$ cat src/rtl/cache_sim_pkg.sv
// Shared cache-simulator definitions: trace command codes, one-hot op indices,
// the default address width and the command legality / decode helpers.
package cache_sim_pkg;

    localparam int ADDR_W_DEFAULT = 64;

    localparam logic [3:0] CMD_RD_DATA = 4'd0;
    localparam logic [3:0] CMD_WR_DATA = 4'd1;
    localparam logic [3:0] CMD_IFETCH  = 4'd2;
    localparam logic [3:0] CMD_INVAL   = 4'd3;
    localparam logic [3:0] CMD_SNOOP   = 4'd4;
    localparam logic [3:0] CMD_CLEAR   = 4'd8;
    localparam logic [3:0] CMD_PRINT   = 4'd9;

    localparam int OP_RD_DATA = 0;
    localparam int OP_WR_DATA = 1;
    localparam int OP_IFETCH  = 2;
    localparam int OP_INVAL   = 3;
    localparam int OP_SNOOP   = 4;
    localparam int OP_CLEAR   = 5;
    localparam int OP_PRINT   = 6;
    localparam int OP_W       = 7;

    function automatic logic is_legal_cmd(input logic [3:0] cmd);
        case (cmd)
            CMD_RD_DATA, CMD_WR_DATA, CMD_IFETCH, CMD_INVAL,
            CMD_SNOOP, CMD_CLEAR, CMD_PRINT: return 1'b1;
            default:                         return 1'b0;
        endcase
    endfunction

    function automatic logic [OP_W-1:0] cmd_to_op(input logic [3:0] cmd);
        logic [OP_W-1:0] op;
        op = '0;
        case (cmd)
            CMD_RD_DATA: op[OP_RD_DATA] = 1'b1;
            CMD_WR_DATA: op[OP_WR_DATA] = 1'b1;
            CMD_IFETCH:  op[OP_IFETCH]  = 1'b1;
            CMD_INVAL:   op[OP_INVAL]   = 1'b1;
            CMD_SNOOP:   op[OP_SNOOP]   = 1'b1;
            CMD_CLEAR:   op[OP_CLEAR]   = 1'b1;
            CMD_PRINT:   op[OP_PRINT]   = 1'b1;
            default:     op = '0;
        endcase
        return op;
    endfunction

endpackage

$ cat src/rtl/cmd_fifo.sv
// Generic synchronous FIFO with a registered first-word-fall-through head:
// dout always shows the oldest entry and holds its last value once empty.
module cmd_fifo #(
    parameter int WIDTH = 68,
    parameter int DEPTH = 8
) (
    input  logic                     clk,
    input  logic                     rst_n,
    input  logic                     push,
    input  logic [WIDTH-1:0]         din,
    output logic                     full,
    input  logic                     pop,
    output logic [WIDTH-1:0]         dout,
    output logic                     empty,
    output logic [$clog2(DEPTH):0]   level
);

    localparam int PTR_W = $clog2(DEPTH);
    localparam int LVL_W = PTR_W + 1;

    logic [WIDTH-1:0] mem [DEPTH];
    logic [PTR_W-1:0] wr_ptr_reg;
    logic [PTR_W-1:0] rd_ptr_reg;
    logic [LVL_W-1:0] level_reg;
    logic [WIDTH-1:0] dout_reg;
    logic             push_ok;
    logic             pop_ok;
    logic [PTR_W-1:0] rd_ptr_inc;

    assign full       = (level_reg == LVL_W'(DEPTH));
    assign empty      = (level_reg == '0);
    assign push_ok    = push && !full;
    assign pop_ok     = pop && !empty;
    assign rd_ptr_inc = rd_ptr_reg + 1'b1;
    assign dout       = dout_reg;
    assign level      = level_reg;

    always_ff @(posedge clk) begin
        if (push_ok) begin
            mem[wr_ptr_reg] <= din;
        end
    end

    always_ff @(posedge clk or negedge rst_n) begin
        if (!rst_n) begin
            wr_ptr_reg <= '0;
            rd_ptr_reg <= '0;
            level_reg  <= '0;
            dout_reg   <= '0;
        end else begin
            if (push_ok) begin
                wr_ptr_reg <= wr_ptr_reg + 1'b1;
            end
            if (pop_ok) begin
                rd_ptr_reg <= rd_ptr_inc;
            end
            case ({push_ok, pop_ok})
                2'b10:   level_reg <= level_reg + 1'b1;
                2'b01:   level_reg <= level_reg - 1'b1;
                default: level_reg <= level_reg;
            endcase
            // The head register is refilled from the incoming word when it
            // would otherwise be the only entry left, else from the next slot.
            if (push_ok && (empty || (pop_ok && level_reg == LVL_W'(1)))) begin
                dout_reg <= din;
            end else if (pop_ok && level_reg > LVL_W'(1)) begin
                dout_reg <= mem[rd_ptr_inc];
            end
        end
    end

endmodule

$ cat src/rtl/trace_cmd_buffer.sv
// Trace command validator/buffer ahead of the cache core: filters illegal codes,
// queues legal ones, decodes one-hot ops and raises done once the trace drains.
// Optional per-op pop statistics are enabled by defining TRACE_CMD_STATS_EN.
module trace_cmd_buffer
    import cache_sim_pkg::*;
#(
    parameter int ADDR_W = ADDR_W_DEFAULT,
    parameter int DEPTH  = 8,
    parameter int CNT_W  = 16
) (
    input  logic                     clk,
    input  logic                     rst_n,
    input  logic                     in_valid,
    output logic                     in_ready,
    input  logic [3:0]               in_command,
    input  logic [ADDR_W-1:0]        in_address,
    input  logic                     in_last,
    output logic                     out_valid,
    input  logic                     out_ready,
    output logic [3:0]               out_command,
    output logic [ADDR_W-1:0]        out_address,
    output logic [OP_W-1:0]          out_op,
    output logic                     done,
    output logic [CNT_W-1:0]         illegal_count,
`ifdef TRACE_CMD_STATS_EN
    output logic [OP_W*CNT_W-1:0]    op_count,
`endif
    output logic [$clog2(DEPTH):0]   level
);

    localparam int FW = 4 + ADDR_W;

    localparam logic [1:0] ST_IDLE   = 2'd0;
    localparam logic [1:0] ST_ACTIVE = 2'd1;
    localparam logic [1:0] ST_DRAIN  = 2'd2;
    localparam logic [1:0] ST_DONE   = 2'd3;

    logic              fifo_full;
    logic              fifo_empty;
    logic              accept;
    logic              in_legal;
    logic              push;
    logic              pop;
    logic [ADDR_W-1:0] store_addr;
    logic [FW-1:0]     head;
    logic [CNT_W-1:0]  illegal_count_reg;
    logic              eot_reg;
    logic [1:0]        state_reg;
    logic [1:0]        state_next;

    assign in_legal   = is_legal_cmd(in_command);
    assign accept     = in_valid && in_ready;
    assign push       = accept && in_legal;
    assign store_addr = (in_command == CMD_CLEAR || in_command == CMD_PRINT) ? '0 : in_address;

    cmd_fifo #(
        .WIDTH (FW),
        .DEPTH (DEPTH)
    ) u_fifo (
        .clk   (clk),
        .rst_n (rst_n),
        .push  (push),
        .din   ({in_command, store_addr}),
        .full  (fifo_full),
        .pop   (pop),
        .dout  (head),
        .empty (fifo_empty),
        .level (level)
    );

    assign in_ready      = !fifo_full;
    assign out_valid     = !fifo_empty;
    assign pop           = out_valid && out_ready;
    assign out_command   = head[FW-1 -: 4];
    assign out_address   = head[ADDR_W-1:0];
    assign out_op        = out_valid ? cmd_to_op(out_command) : '0;
    assign illegal_count = illegal_count_reg;
    assign done          = (state_reg == ST_DONE);

    always_ff @(posedge clk or negedge rst_n) begin
        if (!rst_n) begin
            illegal_count_reg <= '0;
        end else if (accept && !in_legal && illegal_count_reg != '1) begin
            illegal_count_reg <= illegal_count_reg + 1'b1;
        end
    end

    // A push in the same cycle as in_last is already counted in level by the
    // time eot_reg is visible, so it holds off done until it is popped.
    always_comb begin
        state_next = state_reg;
        case (state_reg)
            ST_IDLE: begin
                if (eot_reg && fifo_empty)
                    state_next = ST_DONE;
                else if (!fifo_empty)
                    state_next = eot_reg ? ST_DRAIN : ST_ACTIVE;
            end
            ST_ACTIVE: begin
                if (fifo_empty)
                    state_next = eot_reg ? ST_DONE : ST_IDLE;
                else if (eot_reg)
                    state_next = ST_DRAIN;
            end
            ST_DRAIN: begin
                if (fifo_empty)
                    state_next = ST_DONE;
            end
            ST_DONE:  state_next = ST_DONE;
            default:  state_next = ST_IDLE;
        endcase
    end

    always_ff @(posedge clk or negedge rst_n) begin
        if (!rst_n) begin
            eot_reg   <= 1'b0;
            state_reg <= ST_IDLE;
        end else begin
            if (in_last)
                eot_reg <= 1'b1;
            state_reg <= state_next;
        end
    end

`ifdef TRACE_CMD_STATS_EN
    generate
        for (genvar gi = 0; gi < OP_W; gi++) begin : g_op_count
            logic [CNT_W-1:0] count_reg;
            always_ff @(posedge clk or negedge rst_n) begin
                if (!rst_n) begin
                    count_reg <= '0;
                end else if (pop && out_op[gi] && count_reg != '1) begin
                    count_reg <= count_reg + 1'b1;
                end
            end
            assign op_count[gi*CNT_W +: CNT_W] = count_reg;
        end
    endgenerate
`endif

endmodule

$ cat config.mk
export PLATFORM = sky130hd
export DESIGN_NAME = trace_cmd_buffer
export DESIGN_NICKNAME = d
export VERILOG_FILES = /design/src/rtl/cache_sim_pkg.sv /design/src/rtl/cmd_fifo.sv /design/src/rtl/trace_cmd_buffer.sv
export SDC_FILE = /design/constraint.sdc
export NUM_CORES = 1
export LEC_CHECK = 0
export CORE_ASPECT_RATIO = 0.6
export CORE_MARGIN = 1
export CORE_UTILIZATION = 36
export CTS_CLUSTER_DIAMETER = 80
export DETAILED_ROUTE_END_ITERATION = 16
export PLACE_DENSITY_LB_ADDON = 0.3
export SETUP_SLACK_MARGIN = 0.02
export SLEW_MARGIN = 20
export SYNTH_ARGS = -nofsm -noshare
export SYNTH_HDL_FRONTEND = slang
export SYNTH_SLANG_ARGS = --single-unit
$ cat constraint.sdc
create_clock -name clk -period 11.2 [get_ports clk]
set_input_delay 2.24 -clock clk [delete_from_list [all_inputs] [get_ports clk]]
set_output_delay 2.24 -clock clk [all_outputs]
set_load 0.02 [all_outputs]
==> results.json, run 1 <==
{
  "cts-hold-fix-buffers": 0,
  "static-leakage-power_uw": 0.0110,
  "cell_area_after_technology_mapping_sq_um": 25400,
  "cts_tree": "done",
  "number_of_flip_flops_in_the_largest_register": 544,
  "setup-violations-final": 0,
  "ios": 171,
  "classification_of_the_worst_slack_hold_path": "reg -> reg",
  "synth_most_common_cell": "sky130_fd_sc_hd__edfxtp_1",
  "avgSynthCellArea_sq_um": 16.5,
  "die_h_um": 208,
  "worstSkewPairLatency_ns": 0.64,
  "flow.area_growth_from_synthesis_pct": 19.2,
  "initial_core_util_pct": 36.4,
  "clock.fmax_ghz": 0.189,
  "maximum_number_of_pins_on_one_net_before_global_route_repair": 148,
  "outcome": "complete, no violations",
  "clk_path_buf_depth": 3,
  "detailed_place_hpwl_um": 34500,
  "via_per_inst": 5.19,
  "cp-end-kind": "output pin",
  "finalHoldViolations": 0,
  "number_of_levels_in_the_clock_h_tree": 2,
  "cp_max_fo": 6,
  "dpl.cell_count": 2580,
  "first_pass_iters": 7,
  "post_route_cells_drive_above_1_share_pct": 9.19,
  "grt_remaining_overflow": 0,
  "final_net_count": 1801,
  "die_outline_width_um": 345,
  "ys_seq_area_share_pct": 73.8,
  "synth_top_area_cell": "sky130_fd_sc_hd__edfxtp_1",
  "rows": 75,
  "slew-limit-headroom_pct": 26.5,
  "maxCapViolCount": 0,
  "whs_path_depth": 1,
  "peakVddDrop_mv": 0.262,
  "cts_repair_resize_count": 0,
  "critical_path_required_ns": 8.96,
  "first_global_vias": 14000,
  "clkSinkCount": 641,
  "grt_antenna_before_repair": 2,
  "slew_of_the_pin_with_the_lowest_slew_margin_ns": 1.10,
  "post-layout-total-power_uw": 8030,
  "grt_first_pass_wirelength_um": 90900,
  "hold_slack_ns": 0.474,
  "initial_detailed_routing_violation_count": 1153,
  "totalNegativeSetupSlack_ns": 0,
  "post_synth_top_cells": "sky130_fd_sc_hd__edfxtp_1, sky130_fd_sc_hd__mux2i_1, sky130_fd_sc_hd__a22oi_1",
  "ys_seq_elements": 641,
  "reg2reg_depth": 8,
  "postSynth.asyncResetShare_pct": 15.1,
  "report.final.slew_viol_count": 0,
  "finished_layout_cells": 2698,
  "period_minus_slack_ns": 5.29,
  "via_count": 14000,
  "yosys_most_used_dff": "sky130_fd_sc_hd__edfxtp_1",
  "synth.distinct_cells": 48,
  "gp_routability_congestion": 0.741,
  "setup_buffers_after_cts": 0,
  "clkTransAtPathRegs_ns": 0.07,
  "p_per_area_nw_per_um2": 265,
  "start_kind": "flip-flop",
  "grt_usage_pct": 16.9,
  "synth.area.top_cells": "sky130_fd_sc_hd__edfxtp_1, sky130_fd_sc_hd__mux2i_1, sky130_fd_sc_hd__dfrtp_1",
  "critPathKind": "reg -> out",
  "synth_edf_count": 544,
  "placement.io_buffers": 170,
  "timing.critical_path.arrival_ns": 3.05,
  "core_sq_um": 69900,
  "syn-num-nets": 1625,
  "final_antenna_net_count": 0,
  "wl_per_cell_um": 22.7,
  "cts-root-buf": "sky130_fd_sc_hd__clkbuf_16",
  "synth.yosys.warnings": 0,
  "routed_wirelength_um": 61200,
  "synthCells": 1545,
  "synthDominantCellAreaShare_pct": 64.2,
  "detail_route.drc_violations": 0,
  "worst_clock_skew_ns": 0.0304,
  "final_min_period_over_clock_period_pct": 47.3,
  "cts_buf_count": 60,
  "grt_setup_unrepaired": "no",
  "die_area_sq_um": 71700,
  "final_core_util_pct": 43.4
}
[power breakdown]
group	internal, uW	switching (uW)
clock network	1150	878
logic	1140	1750
registers	2910	204
total	5200	2830
[metrics by stage]
stage          setup WS, ns  instance area, sq um
3_5_place_dp           5.12                 28200
6_report               5.91                 30300
3_3_place_gp           5.14                 28200
4_1_cts                5.77                 30200
2_1_floorplan          1.09                 25400
5_1_grt                5.72                 30300
[kinds of logic after synthesis]
kind of cell             synth area share [%]
AO/OA/AOI/OAI                            6.31
XOR/XNOR                                0.826
adder cells (fa/ha/maj)                 0.344
buffers and inverters                    1.73
flip-flops                               73.8
multiplexers                             10.9
AND/OR/NAND/NOR                          6.16
[placed cells by master (no fill, tap or decap), types with 6 or more instances in the layout]
| master | Yosys | final |
|---|---|---|
| sky130_fd_sc_hd__nor2_1 | 15 | 10 |
| sky130_fd_sc_hd__nor2b_1 | 26 | 26 |
| sky130_fd_sc_hd__clkbuf_8 | 0 | 11 |
| sky130_fd_sc_hd__mux2i_1 | 269 | 269 |
| sky130_fd_sc_hd__and2b_1 | 40 | 40 |
| sky130_fd_sc_hd__clkbuf_1 | 29 | 14 |
| sky130_fd_sc_hd__clkinv_2 | 0 | 14 |
| sky130_fd_sc_hd__edfxtp_1 | 544 | 544 |
| sky130_fd_sc_hd__clkbuf_16 | 0 | 61 |
| sky130_fd_sc_hd__a22oi_1 | 196 | 196 |
| sky130_fd_sc_hd__ha_1 | 7 | 7 |
| sky130_fd_sc_hd__nand4_1 | 8 | 8 |
| sky130_fd_sc_hd__nand3_1 | 70 | 70 |
| sky130_fd_sc_hd__buf_4 | 6 | 28 |
| sky130_fd_sc_hd__dfrtp_1 | 97 | 96 |
| sky130_fd_sc_hd__xnor2_1 | 16 | 16 |
| sky130_fd_sc_hd__nor3_2 | 2 | 6 |
| sky130_fd_sc_hd__nor2_4 | 0 | 6 |
| sky130_fd_sc_hd__clkdlybuf4s50_1 | 0 | 169 |
| sky130_fd_sc_hd__xor2_1 | 8 | 8 |
| sky130_fd_sc_hd__nand2_1 | 88 | 88 |
[cell type report]
cell class / instances / area [sq um]
repair buffers: 203 / 2060
well taps: 924 / 1160
clock inverters: 28 / 270
flip-flops and latches: 641 / 18800
fillers: 6067 / 39600
clock buffers: 86 / 1730
diodes: 1 / 2.50
multi-input cells: 809 / 6310
inverters: 6 / 22.5
[final timing paths]
kind / startpoint / endpoint / slack, ns
min: eot_reg / eot_reg / 0.47
max reg2reg: u_fifo.level[0] / u_fifo.mem[0][46] / 7.72
min reg2reg: eot_reg / eot_reg / 0.47
max: u_fifo.level[0] / out_op[0] / 5.91
max in group asynchronous: rst_n / u_fifo.rd_ptr_reg[0] / 8.06
min in group asynchronous: rst_n / u_fifo.dout[39] / 1.64
[worst max-delay path: stages (launching register included)]
cell and delay, ns:
sky130_fd_sc_hd__dfrtp_1 0.47, sky130_fd_sc_hd__inv_1 0.10, sky130_fd_sc_hd__ha_1 0.26, sky130_fd_sc_hd__and2_1 0.35
sky130_fd_sc_hd__nor3_1 0.38, sky130_fd_sc_hd__nor3b_1 0.24, sky130_fd_sc_hd__clkdlybuf4s50_1 0.63
[layer usage]
layer	track usage [%]	share of wire, %	vias to the layer above	wire length, um
met4	3.31	1.3	2	796
met5	0	0.023	-	14
li1	-	-	6367	-
met2	24.8	43	379	26400
met1	25.7	49	7175	30100
met3	3.49	6.3	72	3850
Note: power is estimated with default switching activity, not from simulation.
==> run 2: changes to the inputs <==
clock period = 5.4 ns   (was 11.2 ns; I/O delays follow)
==> run 2 against run 1 <==
  * Cell area rose by 0.39%
  * First-iteration DRC count rose by 11%
  * Sequential share of layout area fell by 0.24 points
  * Combinational power rose by 100%
  * Clock power rose by 130%
  * Utilization rose by 0.17 points
==> results.json, run 2 (synthesis results as in run 1) <==
{
  "first_global_vias": 14200,
  "finalHoldViolations": 0,
  "peakVddDrop_mv": 0.827,
  "routed_wirelength_um": 60800,
  "met1Wirelength_um": 30200,
  "cts-hold-fix-buffers": 0,
  "cts_tree": "done",
  "met2_wirelength_um": 26000,
  "critPathKind": "reg -> out",
  "final_net_count": 1803,
  "pwr-share-seq_pct": 38.0,
  "start_kind": "flip-flop",
  "initial_core_util_pct": 36.4,
  "layout.cells.most_common_list": "sky130_fd_sc_hd__edfxtp_1, sky130_fd_sc_hd__mux2i_1, sky130_fd_sc_hd__a22oi_1",
  "slew_of_the_pin_with_the_lowest_slew_margin_ns": 1.07,
  "grt_antenna_before_repair": 1,
  "netSwitchingFraction_pct": 35.0,
  "static-leakage-power_uw": 0.0110,
  "wl_per_cell_um": 22.5,
  "grt_setup_unrepaired": "no",
  "period_minus_slack_ns": 4.30,
  "rows": 75,
  "clock.fmax_ghz": 0.232,
  "setup-violations-final": 0,
  "route.top_layer_used": "met4",
  "intPower_uw": 11000,
  "number_of_flip_flops_in_the_largest_register": 544,
  "p_per_area_nw_per_um2": 557,
  "cp_max_fo": 6,
  "gp_routability_congestion": 0.758,
  "maximum_number_of_pins_on_one_net_before_global_route_repair": 68,
  "first_pass_iters": 7,
  "worst_clock_skew_ns": 0.0291,
  "layout.filler_cells": 6094,
  "grt_usage_pct": 16.8,
  "cts-root-buf": "sky130_fd_sc_hd__clkbuf_16",
  "flow.area_growth_from_synthesis_pct": 19.7,
  "pwr-share-comb_pct": 34.9,
  "switchingPower_uw": 5930,
  "clkPwrFrac_pct": 27.1,
  "die_outline_width_um": 345,
  "critical_path_required_ns": 4.32,
  "antenna-diode-count": 0,
  "final_core_util_pct": 43.5,
  "post_route_cells_drive_above_1_share_pct": 9.58,
  "cts_repair_resize_count": 0,
  "final_min_period_over_clock_period_pct": 79.7,
  "clk_path_buf_depth": 3,
  "classification_of_the_worst_slack_hold_path": "in -> async",
  "die_h_um": 208,
  "via_count": 14200,
  "setup_buffers_after_cts": 0,
  "post-layout-total-power_uw": 17000,
  "report.final.slew_viol_count": 0,
  "totalNegativeSetupSlack_ns": 0,
  "number_of_levels_in_the_clock_h_tree": 2,
  "maxCapViolCount": 0,
  "detail_route.drc_violations": 0,
  "initial_detailed_routing_violation_count": 1280,
  "grt_first_pass_wirelength_um": 91400,
  "ios": 171,
  "slew-limit-headroom_pct": 28.8,
  "placement.io_buffers": 170,
  "postLayoutSetupSlackWorst_ns": 1.10,
  "clkTransAtPathRegs_ns": 0.07,
  "detailed_place_hpwl_um": 35500,
  "worst_slack_after_detailed_placement_ns": 1.10,
  "via_per_inst": 5.25,
  "leading_cell_type_in_the_layout_fill_and_taps_excluded": "sky130_fd_sc_hd__edfxtp_1",
  "die_area_sq_um": 71700,
  "outcome": "complete, no violations",
  "worstSkewPairLatency_ns": 0.62,
  "final_antenna_net_count": 0,
  "timing.critical_path.arrival_ns": 3.22,
  "layout.cell_area.non_filler_sq_um": 30400,
  "core_sq_um": 69900,
  "cp-end-kind": "output pin",
  "detailed_place.area_sq_um": 28200,
  "routed-wl-met3_um": 3750,
  "grt_remaining_overflow": 0,
  "clkSinkCount": 641,
  "cts_buf_count": 60
}
run 2: cell types whose count changed in the layout (fill, tap and decap cells not counted), sizes merged:
| cell | change |
|---|---|
| buf | +2 |
| bufinv | +9 |
| clkinvlp | +3 |
| clkbuf | -11 |
| inv | +2 |
| clkinv | -4 |
| diode | -1 |
run 2: through the flow:
stage,hold slack [ns],cells
floorplan,0.438,1545
global placement,0.450,2585
detailed placement,0.454,2585
CTS,0.430,2698
global route,0.464,2698
finish,0.440,2698
run 2: metal layers:
metal  vias up  track usage [%]
li1       6394                -
met1      7290             26.0
met2       424             24.7
met3        66             3.01
met4         0             3.23
met5         -                0
run 2: area by class of cell:
class / count / area, sq um / area share (%)
multi-input cells: 809 / 6330 / 20.8
inverters: 6 / 22.5 / 0.0740
clock inverters: 38 / 548 / 1.80
clock buffers: 75 / 1640 / 5.39
well taps: 924 / 1160 / 3.80
flip-flops and latches: 641 / 18800 / 61.7
repair buffers: 205 / 1980 / 6.50
run 2: final timing paths:
path                                 startpoint              endpoint  slack (ns)  cells past startpoint
worst max-delay path            u_fifo.level[1]             out_op[0]        1.10                      6
max in group asynchronous                 rst_n  u_fifo.rd_ptr_reg[0]        3.79                      2
worst min-delay path                      rst_n       u_fifo.dout[38]        0.44                      1
min in group clk                   state_reg[1]          state_reg[1]        0.48                      2
worst max register to register  u_fifo.level[1]      u_fifo.mem[0][9]        1.86                      8
worst min register to register     state_reg[1]          state_reg[1]        0.48                      2
run 2: power by group through the flow:
stage | logic [uW] | registers (uW) | clock network (uW)
floorplan | 3490 | 6780 | 0
global placement | 5910 | 6550 | 0
detailed placement | 5970 | 6550 | 0
CTS | 6000 | 6460 | 4710
global route | 6410 | 6530 | 4900
finish | 5920 | 6450 | 4600
run 2: worst max-delay path: stages (launching register included):
cell and delay [ns]:
sky130_fd_sc_hd__dfrtp_1 0.59, sky130_fd_sc_hd__inv_1 0.13, sky130_fd_sc_hd__ha_1 0.27, sky130_fd_sc_hd__and2_1 0.38, sky130_fd_sc_hd__nor3_1 0.37, sky130_fd_sc_hd__nor3b_1 0.23, sky130_fd_sc_hd__clkdlybuf4s50_1 0.63
